--- src/rtl/jtag_tap_param.sv ---
// Parametrised IEEE 1149.1 TAP controller with BYPASS, IDCODE and one user data register.
// State and shift registers advance on posedge TCK; TDO and parallel outputs update on negedge.
module jtag_tap_param #(
   parameter int              IR_W       = 4,
   parameter int              DR_W       = 8,
   parameter logic [31:0]     IDCODE_VAL = 32'h1234_5001,
   parameter logic [IR_W-1:0] IDCODE_OP  = IR_W'(4'b0001),
   parameter logic [IR_W-1:0] USER_OP    = IR_W'(4'b1001)
) (
   input  logic            TCK,
   input  logic            TRST,
   input  logic            TMS,
   input  logic            TDI,
   output logic            TDO,
   output logic            TDO_EN,
   output logic [3:0]      tap_state,
   output logic [IR_W-1:0] ir_out,
   input  logic [DR_W-1:0] user_capture,
   output logic [DR_W-1:0] user_dr,
   output logic            user_update,
   output logic            tlr
);

   typedef enum logic [3:0] {
      ST_TLR    = 4'hF,
      ST_RTI    = 4'hC,
      ST_SEL_DR = 4'h7,
      ST_CAP_DR = 4'h6,
      ST_SH_DR  = 4'h2,
      ST_EX1_DR = 4'h1,
      ST_PA_DR  = 4'h3,
      ST_EX2_DR = 4'h0,
      ST_UPD_DR = 4'h5,
      ST_SEL_IR = 4'h4,
      ST_CAP_IR = 4'hE,
      ST_SH_IR  = 4'hA,
      ST_EX1_IR = 4'h9,
      ST_PA_IR  = 4'hB,
      ST_EX2_IR = 4'h8,
      ST_UPD_IR = 4'hD
   } state_t;

   localparam logic [IR_W-1:0] IR_CAPTURE = IR_W'(2'b01);

   state_t          state;
   state_t          next_state;

   logic            in_tlr;
   logic            cap_ir;
   logic            sh_ir;
   logic            upd_ir;
   logic            cap_dr;
   logic            sh_dr;
   logic            upd_dr;

   logic            sel_user;
   logic            sel_id;

   logic [IR_W-1:0] ir_sh;
   logic            bypass_sh;
   logic [31:0]     id_sh;
   logic [DR_W-1:0] user_sh;
   logic [DR_W-1:0] user_shifted;
   logic            dr_lsb;

   // TAP state register
   always_ff @(posedge TCK or posedge TRST) begin
      if (TRST) begin
         state <= ST_TLR;
      end else begin
         state <= next_state;
      end
   end

   // IEEE 1149.1 next-state function
   always_comb begin
      next_state = ST_TLR;
      case (state)
         ST_TLR:    next_state = TMS ? ST_TLR    : ST_RTI;
         ST_RTI:    next_state = TMS ? ST_SEL_DR : ST_RTI;
         ST_SEL_DR: next_state = TMS ? ST_SEL_IR : ST_CAP_DR;
         ST_CAP_DR: next_state = TMS ? ST_EX1_DR : ST_SH_DR;
         ST_SH_DR:  next_state = TMS ? ST_EX1_DR : ST_SH_DR;
         ST_EX1_DR: next_state = TMS ? ST_UPD_DR : ST_PA_DR;
         ST_PA_DR:  next_state = TMS ? ST_EX2_DR : ST_PA_DR;
         ST_EX2_DR: next_state = TMS ? ST_UPD_DR : ST_SH_DR;
         ST_UPD_DR: next_state = TMS ? ST_SEL_DR : ST_RTI;
         ST_SEL_IR: next_state = TMS ? ST_TLR    : ST_CAP_IR;
         ST_CAP_IR: next_state = TMS ? ST_EX1_IR : ST_SH_IR;
         ST_SH_IR:  next_state = TMS ? ST_EX1_IR : ST_SH_IR;
         ST_EX1_IR: next_state = TMS ? ST_UPD_IR : ST_PA_IR;
         ST_PA_IR:  next_state = TMS ? ST_EX2_IR : ST_PA_IR;
         ST_EX2_IR: next_state = TMS ? ST_UPD_IR : ST_SH_IR;
         ST_UPD_IR: next_state = TMS ? ST_SEL_DR : ST_RTI;
         default:   next_state = ST_TLR;
      endcase
   end

   // State decode into per-phase strobes
   always_comb begin
      in_tlr = 1'b0;
      cap_ir = 1'b0;
      sh_ir  = 1'b0;
      upd_ir = 1'b0;
      cap_dr = 1'b0;
      sh_dr  = 1'b0;
      upd_dr = 1'b0;
      case (state)
         ST_TLR:    in_tlr = 1'b1;
         ST_CAP_IR: cap_ir = 1'b1;
         ST_SH_IR:  sh_ir  = 1'b1;
         ST_UPD_IR: upd_ir = 1'b1;
         ST_CAP_DR: cap_dr = 1'b1;
         ST_SH_DR:  sh_dr  = 1'b1;
         ST_UPD_DR: upd_dr = 1'b1;
         default:   in_tlr = 1'b0;
      endcase
   end

   assign tap_state = state;
   assign tlr       = in_tlr;

   // Instruction decode; any unrecognised opcode falls through to BYPASS
   always_comb begin
      sel_user = 1'b0;
      sel_id   = 1'b0;
      if (ir_out == USER_OP) begin
         sel_user = 1'b1;
      end else if (ir_out == IDCODE_OP) begin
         sel_id = 1'b1;
      end else begin
         sel_user = 1'b0;
         sel_id   = 1'b0;
      end
   end

   generate
      if (DR_W > 1) begin : g_user_wide
         assign user_shifted = {TDI, user_sh[DR_W-1:1]};
      end else begin : g_user_narrow
         assign user_shifted = TDI;
      end
   endgenerate

   // Instruction shift register
   always_ff @(posedge TCK or posedge TRST) begin
      if (TRST) begin
         ir_sh <= {IR_W{1'b0}};
      end else if (cap_ir) begin
         ir_sh <= IR_CAPTURE;
      end else if (sh_ir) begin
         ir_sh <= {TDI, ir_sh[IR_W-1:1]};
      end else begin
         ir_sh <= ir_sh;
      end
   end

   // Data shift registers: only the selected one captures or shifts, the rest hold
   always_ff @(posedge TCK or posedge TRST) begin
      if (TRST) begin
         bypass_sh <= 1'b0;
         id_sh     <= 32'h0000_0000;
         user_sh   <= {DR_W{1'b0}};
      end else if (cap_dr) begin
         if (sel_user) begin
            user_sh <= user_capture;
         end else if (sel_id) begin
            id_sh <= IDCODE_VAL;
         end else begin
            bypass_sh <= 1'b0;
         end
      end else if (sh_dr) begin
         if (sel_user) begin
            user_sh <= user_shifted;
         end else if (sel_id) begin
            id_sh <= {TDI, id_sh[31:1]};
         end else begin
            bypass_sh <= TDI;
         end
      end else begin
         bypass_sh <= bypass_sh;
      end
   end

   // LSB of the currently selected data register
   always_comb begin
      if (sel_user) begin
         dr_lsb = user_sh[0];
      end else if (sel_id) begin
         dr_lsb = id_sh[0];
      end else begin
         dr_lsb = bypass_sh;
      end
   end

   // TDO and its enable launch on the falling edge
   always_ff @(negedge TCK or posedge TRST) begin
      if (TRST) begin
         TDO    <= 1'b0;
         TDO_EN <= 1'b0;
      end else begin
         TDO_EN <= sh_ir | sh_dr;
         if (sh_ir) begin
            TDO <= ir_sh[0];
         end else if (sh_dr) begin
            TDO <= dr_lsb;
         end else begin
            TDO <= 1'b0;
         end
      end
   end

   // Active instruction; TLR restores IDCODE so the ID is readable right after reset
   always_ff @(negedge TCK or posedge TRST) begin
      if (TRST) begin
         ir_out <= IDCODE_OP;
      end else if (in_tlr) begin
         ir_out <= IDCODE_OP;
      end else if (upd_ir) begin
         ir_out <= ir_sh;
      end else begin
         ir_out <= ir_out;
      end
   end

   // User parallel register and its one-period update strobe
   always_ff @(negedge TCK or posedge TRST) begin
      if (TRST) begin
         user_dr     <= {DR_W{1'b0}};
         user_update <= 1'b0;
      end else begin
         user_update <= upd_dr & sel_user;
         if (upd_dr && sel_user) begin
            user_dr <= user_sh;
         end else begin
            user_dr <= user_dr;
         end
      end
   end

endmodule

--- config.mk ---
export PLATFORM = sky130hd
export DESIGN_NAME = jtag_tap_param
export DESIGN_NICKNAME = d
export VERILOG_FILES = /design/src/rtl/jtag_tap_param.sv
export SDC_FILE = /design/constraint.sdc
export NUM_CORES = 1
export LEC_CHECK = 0
export ABC_CLOCK_PERIOD_IN_PS = 2930
export CELL_PAD_IN_SITES_DETAIL_PLACEMENT = 0
export CELL_PAD_IN_SITES_GLOBAL_PLACEMENT = 1
export CORE_MARGIN = 4
export CORE_UTILIZATION = 45
export DETAILED_ROUTE_END_ITERATION = 7
export PLACE_DENSITY = 0.77
export SLEW_MARGIN = 25
export SYNTH_ARGS = -nofsm -noshare
export SYNTH_HDL_FRONTEND = slang
export SYNTH_SLANG_ARGS = --single-unit
--- constraint.sdc ---
create_clock -name TCK -period 2.93 [get_ports TCK]
set_input_delay 0.879 -clock TCK [delete_from_list [all_inputs] [get_ports TCK]]
set_output_delay 0.879 -clock TCK [all_outputs]
set_load 0.01 [all_outputs]
==> impl_results.md, run 1 <==
- Starting Density: 0.475
- Share of cells above drive strength 1: 0.434
- HP Class: reg -> reg
- Die Area: 7750 um2
- Uppermost routed layer: met4
- Antenna viol nets, final: 0
- Count of cell types in the netlist: 28
- Ys async rst share: 1.00
- Number of global-route vias before repair: 1869
- Worst vdd ir: 567 uV
- Antenna violations before repair: 0
- Worst setup SP type: register
- Place WS: -0.538 ns
- Root buffer cell: clkbuf_8
- Setup violators final: 64
- Vias per cell: 4.92
- Initial DRC count: 55
- Post-synth EDFFs: 0
- Final hold viol count: 0
- Worst hold stages: 1
- Worst setup path class: reg -> reg
- H-tree levels: 3
- Synthesized area: between 2000 and 3000 um2
- Maxcap violations: 0
- Pin count of the biggest net entering global routing: 32
- R2R Path Start: ir_out[0]
- GRT Residual Overflow: 0
- Layout fillers: 492
- Critical path data required time: 3.15 ns
- Flops & latches, synth: between 60 and 70
- Fin cells: roughly 380
- Final net count: approximately 320
- Post-DP Area: 3600 um2
- Leak: 0.00190 uW
- HP Start: user_dr[4]
- Final wirelength: 5490 um
- Rel. slew slack: 0.791
- Routability cong.: roughly 0.67
- PortBufs: 31
- Run status: finished, violations left
- Synthesis Warnings: 0
- Hold path endpoint: user_dr[4]
- Router iterations before antenna repair: 4
- Die width: 88.0 um
- Height of the die: a little under 90 um
- Clock skew: 0.0457 ns
- DP Wirelength: 3500 um
- Core Footprint: 6060 um2
- WL met2: 2460 um
- Num CTS Buffers: 9
- Post-route design area: 3910 um2
- Syn_area_per_cell: 12.4 um2
- Finished Core Util: 0.645
- Crit path capture type: register
- R2R setup slack: -0.56 ns
- Global Route Usage Sum: 0.152
- Tot Pwr: 3400 uW
- Clock latency on the worst-skew pair: 0.37 ns
- Cells after Synth: 233
- Top_reg_cell synth: dfrtp_1
- Worst-path clk slew: 0.07 ns
- Row count: 28
- R2R depth: 6
- Least-Margin Pin Slew: 0.314 ns
- Wire per inst: 14.3 um
- First-pass GRT wire length: 8870 um
- Layout Area Growth over Synthesis: 35.6%
- Crit path max fanout: 8
- Length of routed wiring on met1: 2690 um
- Syn Nets: 245
- CTS tree: built
- Routed via count: 1889
- Placed cells: roughly 350
- Drt drc: 0
- Num ports: 32
- Post-synthesis sequential area ratio: 0.558
- Slew Viols, Final: 0
- Arrival @ worst endpoint: 3.71 ns
- RSZ-0062 raised after global routing: yes
- Pwr/cell area: about 870 nW/um2
- Reg2reg end: id_sh[16]
- Fin worst setup slack: -0.560 ns
- Met3 WL: 235 um
- Antenna Diode Count: 0
- CTS Sinks: 64
- Max clock buf depth: 2
- Failing checks: negative setup slack
- Hold_buf cts: 0
==> cells in the mapped netlist (2+ instances only) <==
master	instances	area (um2)
dfrtn_1	14	350
buf_6	2	22.5
nor2_1	18	67.6
nand2b_1	6	37.5
nor4_4	2	42.5
clkbuf_1	7	26.3
mux2_2	41	462
dfstp_2	5	131
mux2_4	8	120
dfrtp_1	45	1130
nor2b_1	18	113
inv_1	13	48.8
mux2i_1	9	90.1
nand3b_1	2	15.0
nand2_1	18	67.6
buf_2	4	20.0
o21ai_0	10	50.1
==> flip-flops by register name, summed over array words and instances, names as in the netlist <==
register,count
id_sh,32
ir_sh,4
user_update,1
user_dr,8
tap_state,4
TDO,1
TDO_EN,1
ir_out,4
bypass_sh,1
user_sh,8
==> worst max-delay path, cell delays in order, from the launching register on <==
cell and delay, ns:
dfstp_2 0.52, or3b_4 0.38, buf_6 0.13, nor4_4 0.21, buf_6 0.16, buf_6 0.16, mux2_4 0.30
==> cell usage in the layout (no fill, tap or decap), types with 2 or more instances in the layout <==
master	count
buf_12	4
buf_2	15
buf_4	31
buf_6	5
clkbuf_16	2
clkbuf_8	9
clkdlybuf4s50_1	16
clkinv_4	3
clkinvlp_4	2
dfrtn_1	14
dfrtp_1	45
dfstp_2	5
inv_1	12
mux2_2	8
mux2_4	41
mux2i_1	9
nand2_1	17
nand2b_1	6
nand3b_1	2
nor2_1	18
nor2b_1	18
nor4_4	2
o21ai_0	10
==> logic make-up (layout without fill, tap and decap cells) <==
kind of cell	Yosys count	count (layout)	synth area share
AND/OR/NAND/NOR	69	69	0.134
flip-flops	64	64	0.558
multiplexers	58	58	0.233
buffers and inverters	26	102	0.0408
AO/OA/AOI/OAI	16	16	0.0343
==> per-layer routing <==
layer  track usage  up-vias
li1              -      926
met4        0.0824        0
met3        0.0367       11
met2         0.221       27
met5             0        -
met1         0.209      925
==> power by group <==
group / switching, uW / internal, uW
Sequential: 153 / 1170
Clock: 351 / 394
Combinational: 604 / 729
Total: 1110 / 2290
==> layout make-up <==
cell class                      count  area, um2  share of cell area
Multi-Input combinational cell    143       1300               0.333
Clock buffer                        9        124              0.0317
Inverter                           12       48.8              0.0125
Clock inverter                      8       76.3              0.0195
Tap cell                           75       93.8              0.0240
Timing Repair Buffer               73        654               0.168
Sequential cell                    64       1610               0.412
==> worst max-delay path by stage <==
| stage | from | endpoint | slack (ns) |
|---|---|---|---|
| after floorplan | ir_out[0] | user_sh[0] | -0.61 |
| after global placement | ir_out[0] | id_sh[22] | -0.51 |
| after detailed placement | ir_out[0] | id_sh[22] | -0.54 |
| after CTS | ir_out[0] | id_sh[22] | -0.56 |
| after global routing | ir_out[0] | id_sh[3] | -0.61 |
| final | ir_out[0] | id_sh[16] | -0.56 |
==> metrics by stage <==
stage	hold slack, ns	setup TNS [ns]
3_3_place_gp	0.456	-24.27
5_1_grt	0.477	-29.39
2_1_floorplan	0.472	-23.88
6_report	0.453	-26.39
4_1_cts	0.463	-25.48
3_5_place_dp	0.462	-25.26
==> repair_timing <==
action,in CTS,in global routing
hold endpoints to repair,0,0
pin swaps,1,3
resized for setup,63,9
cloned,0,3
setup endpoints to repair,64,64
buffers inserted,5,8
No activity file was read; power rests on OpenSTA's default activity.
==> run 2: changes to the inputs <==
Settings changed: CAP_MARGIN set to 15, CORE_ASPECT_RATIO set to 1.2.
==> run 2 against run 1 <==
The flow still finishes with violations (negative setup slack). Non-clock buffer count is 2 lower. Wire length fell by 2.1%. Power up 2.7%. Worst hold slack improved by 0.0034 ns. Via count is 1.9% lower. Combinational power hardly changed. Global-route usage up 0.38 points. Sequential share of layout area is 0.33 points lower. Count of clock-buffer cells in the layout up 3. Clock skew about the same. Worst setup slack better by 0.027 ns. Critical path depth decreased by 3. Critical endpoint is now user_sh[5]. Highest routed layer unchanged.
==> impl_results.md, run 2 (synthesis gave the netlist of run 1 again) <==
- Layout Area Growth over Synthesis: 36.6%
- Post-DP Area: 3600 um2
- Wire per inst: between 10 and 15 um
- HP Start: user_dr[7]
- Worst hold stages: 1
- Global Route Usage Sum: 0.156
- Placed cells: 360
- Largest Register: id_sh
- Maxcap violations: 0
- Final wirelength: 5380 um
- Num CTS Buffers: 9
- Finished Core Util: 0.643
- Final net count: 314
- Die Area: 7750 um2
- Number of global-route vias before repair: 1911
- Max clock buf depth: 2
- HP Class: reg -> reg
- Drt drc: 0
- Root buffer cell: clkbuf_8
- Pin count of the biggest net entering global routing: 36
- Fin cells: 389
- Router iterations before antenna repair: 4
- Least-Margin Pin Slew: approximately 0.36 ns
- R2R Path Start: ir_out[0]
- Row count: 31
- Biggest regs: id_sh x32, user_dr x8, user_sh x8
- Arrival @ worst endpoint: ~3.7 ns
- Leak: ~0.0019 uW
- Worst setup path class: reg -> reg
- CTS Sinks: 64
- Rel. slew slack: 0.762
- Setup violators final: 64
- Worst setup SP type: register
- Num ports: 32
- Routability cong.: approximately 0.8
- Crit path max fanout: 8
- Antenna violations before repair: 0
- Routed via count: 1854
- Initial DRC count: 64
- Share of cells above drive strength 1: 0.433
- Critical path data required time: roughly 3.2 ns
- Slew Viols, Final: 0
- Starting Density: 0.470
- Worst-path clk slew: 0.07 ns
- H-tree levels: 3
- Vias per cell: between 4 and 5
- First-pass GRT wire length: around 9000 um
- Antenna viol nets, final: 0
- Clock latency on the worst-skew pair: between 0.3 and 0.4 ns
- Commonest non-fill, non-tap cells in the layout: dfrtp_1, mux2_4, buf_4
- Post-route design area: 3940 um2
- RSZ-0062 raised after global routing: yes
- Antenna Diode Count: 0
- Core Footprint: just over 6000 um2
- Height of the die: 95.7 um
- DP Wirelength: 3520 um
- Pwr/cell area: 888 nW/um2
- Clock skew: 0.0459 ns
- R2R setup slack: -0.53 ns
- Layout fillers: 491
- PortBufs: 31
- GRT Residual Overflow: 0
- Most common cell after layout, fill and taps aside: dfrtp_1
- Worst vdd ir: 489 uV
- Die width: a little over 80 um
- Crit path capture type: register
- Failing checks: negative setup slack
- Hold path endpoint: user_dr[7]
- Tot Pwr: 3490 uW
- Fin worst setup slack: -0.533 ns
- Final hold viol count: 0
- Reg2reg end: user_sh[5]
- Run status: finished, violations left
- R2R depth: 3
- Max reg flops: 32
- CTS tree: built
-- run 2: changes by cell type in the layout (fill, tap and decap cells not counted), sizes merged --
cell,before,now
clkinvlp,2,3
buf,55,54
clkbuf,11,13
clkinv,5,1
-- run 2: repair_timing --
| action | 4_1_cts | 5_1_grt |
|---|---|---|
| pin swaps | 1 | 2 |
| setup buffers | 7 | 4 |
| gates resized for setup | 73 | 4 |
| hold buffers | 0 | 0 |
| endpoints found under the setup margin | 64 | 64 |
| gates cloned | 1 | 1 |
-- run 2: power by group --
part           internal, uW  total, uW  switching, uW  leakage, uW
clock                   469        813            345     0.000109
combinational           750       1350            604     0.000949
sequential             1170       1330            155     0.000847
total                  2390       3490           1100      0.00190
-- run 2: worst max path at each step --
stage | cells after the start | start | endpoint | slack, ns
6_report | 3 | ir_out[0] | user_sh[5] | -0.53
5_1_grt | 8 | ir_out[0] | id_sh[18] | -0.62
3_3_place_gp | 5 | ir_out[0] | id_sh[22] | -0.49
4_1_cts | 3 | ir_out[0] | user_sh[2] | -0.53
3_5_place_dp | 5 | ir_out[0] | id_sh[22] | -0.52
2_1_floorplan | 5 | ir_out[0] | user_sh[0] | -0.61
-- run 2: layout make-up --
cell class | instances | area [um2] | area share
clock buffers | 12 | 166 | 0.0423
clock inverters | 5 | 53.8 | 0.0137
inverters | 12 | 48.8 | 0.0124
multi-input cells | 143 | 1310 | 0.332
flip-flops and latches | 64 | 1610 | 0.408
well taps | 82 | 103 | 0.0261
repair buffers | 71 | 649 | 0.165
-- run 2: per-layer routing --
layer / wire [um] / up-vias / GRT usage
li1: - / 913 / -
met1: 2560 / 897 / 0.208
met2: 2530 / 32 / 0.234
met3: 168 / 12 / 0.0312
met4: 121 / 0 / 0.0901
met5: 0 / - / 0
-- run 2: through the flow --
stage          setup TNS, ns  setup WS (ns)  hold WS [ns]
6_report              -24.72         -0.533         0.456
5_1_grt               -28.16         -0.617         0.497
4_1_cts               -24.73         -0.527         0.462
3_5_place_dp          -25.12         -0.517         0.461
3_3_place_gp          -24.22         -0.491         0.453
2_1_floorplan         -23.88         -0.612         0.472
-- run 2: critical path, stage by stage (launching register included) --
cell	delay (ns)
dfstp_2	0.52
or3b_4	0.39
or4b_4	0.61
mux2_4	0.33
==> run 3: changes to the inputs <==
Settings changed: HOLD_SLACK_MARGIN set to 0.06, SETUP_SLACK_MARGIN set to 0.05.
==> run 3 against run 2 <==
The run still ends with negative setup slack left. Non-clock buffer count increased by 1. Critical path depth unchanged. Design area increased by 1.8%. First-iteration DRC count decreased by 47%. Largest cell class unchanged.
==> impl_results.md, run 3 (synthesis gave the netlist of run 1 again) <==
- Antenna violations before repair: 0
- Share of cells above drive strength 1: 0.436
- Drt drc: 0
- Max clock buf depth: 2
- Num CTS Buffers: 9
- Antenna Diode Count: 0
- Router iterations before antenna repair: 4
- Routed via count: 1917
- Crit path max fanout: 8
- Leak: 0.00196 uW
- Pin count of the biggest net entering global routing: 25
- Crit path capture type: register
- CTS Sinks: 64
- Number of global-route vias before repair: approximately 2000
- Root buffer cell: clkbuf_8
- Tot Pwr: 3670 uW
- Setup violators final: 64
- Antenna viol nets, final: 0
- Core Footprint: 6130 um2
- Met1 Track Usage GR: 0.239
- Met3 usage: 0.0406
- Worst-path clk slew: 0.06 ns
- Slowest-stage cell, CP: or4b_4
- DP Wirelength: 3560 um
- Post-DP Area: 3560 um2
- Max reg flops: 32
- Critical path data required time: 3.15 ns
- Biggest regs: id_sh x32, user_dr x8, user_sh x8
- GR peak layer: met2
- Place WS: -0.598 ns
- CP peak stage delay: around 0.64 ns
- Post-route design area: 4010 um2
- Failing checks: negative setup slack
- Arrival @ worst endpoint: 3.73 ns
- Hold_buf cts: 0
- Least-Margin Pin Slew: 0.275 ns
- Min Hold Slack: about 0.45 ns
- Starting Density: 0.470
- Cell chain of the critical path: or3b_4 > or4b_4 > mux2_4
- Finished Core Util: 0.654
- Height of the die: 95.7 um
- First-pass GRT wire length: 10200 um
- Global Route Usage Sum: 0.176
- Vias per cell: 4.93
- Critical path origin: ir_out[0]
- CTS tree: built
- Layout Area Growth over Synthesis: 39.2%
- R2R Path Start: ir_out[0]
- H-tree levels: 3
- Pwr/cell area: 914 nW/um2
- Die Area: 7750 um2
- Routability cong.: between 0.7 and 0.8
- Commonest non-fill, non-tap cells in the layout: dfrtp_1, mux2_4, buf_4
- Maxcap violations: 0
- Final hold viol count: 0
- Rel. slew slack: 0.816
- M2 GR Usage: 0.268
- Wire per inst: approximately 15 um
- Final wirelength: 5940 um
- Slew Viols, Final: 0
- Worst vdd ir: 438 uV
- Run status: finished, violations left
- Comb power frac: 0.407
- Clock latency on the worst-skew pair: about 0.37 ns
- GRT Residual Overflow: 0
- P_sw: 1140 uW
- Worst setup path class: reg -> reg
- Initial DRC count: 34
- Num ports: 32
- HP Start: user_dr[3]
- Fin worst setup slack: -0.581 ns
- Largest Register: id_sh
- Internal power: 2520 uW
- Clock skew: ~0.05 ns
- Row count: 31
- Most common cell after layout, fill and taps aside: dfrtp_1
- HP Class: reg -> reg
- Reg power frac: 0.364
- Final net count: around 320
- Switching Fraction: 0.311
- PortBufs: 31
- Die width: 81.1 um
- RSZ-0062 raised after global routing: yes
- Worst setup SP type: register
- Clock power frac: 0.229
==> run 3: timing repair <==
| item | 4_1_cts | 5_1_grt |
|---|---|---|
| pin swaps | 1 | 0 |
| cloned | 4 | 0 |
| endpoints found under the setup margin | 66 | 68 |
| gates resized for setup | 78 | 3 |
| buffers inserted | 10 | 3 |
==> run 3: layout make-up <==
cell class | count | area [um2]
clock buffers | 10 | 138
clock inverters | 6 | 85.1
fillers | 512 | 2120
inverters | 12 | 48.8
multi-input cells | 143 | 1310
flip-flops and latches | 64 | 1610
well taps | 82 | 103
repair buffers | 72 | 719
==> run 3: worst paths after layout <==
check	endpoint	slack, ns	cells after the start
max	user_sh[7]	-0.58	3
min	user_dr[3]	0.45	1
max reg2reg	user_sh[7]	-0.58	3
min reg2reg	user_dr[3]	0.45	1
max in group asynchronous	TDO	0.40	3
min in group asynchronous	ir_sh[0]	1.00	3
==> run 3: stage by stage <==
step | setup TNS (ns) | cells
3_3_place_gp | -24.38 | 357
2_1_floorplan | -23.87 | 233
6_report | -26.89 | 389
5_1_grt | -29.87 | 389
4_1_cts | -26.41 | 386
3_5_place_dp | -25.18 | 357
==> run 3: critical path, delay by kind of cell, from the launching register on <==
kind / cells / cell delay (ns)
flip-flops: 1 / 0.51
multiplexers: 1 / 0.33
AND/OR/NAND/NOR: 2 / 1.04
==> run 3: power groups by stage <==
stage | clock network (uW) | registers (uW) | logic [uW]
after floorplan | 4.27 | 1350 | 839
after global placement | 4.27 | 1340 | 1230
after detailed placement | 4.27 | 1340 | 1240
after CTS | 853 | 1330 | 1500
after global routing | 896 | 1370 | 1630
final | 838 | 1330 | 1490
==> run 3: per-layer routing <==
metal	share of wire	wire, um
met5	0	0
met4	0.016	94
met1	0.47	2800
met2	0.47	2820
met3	0.037	221
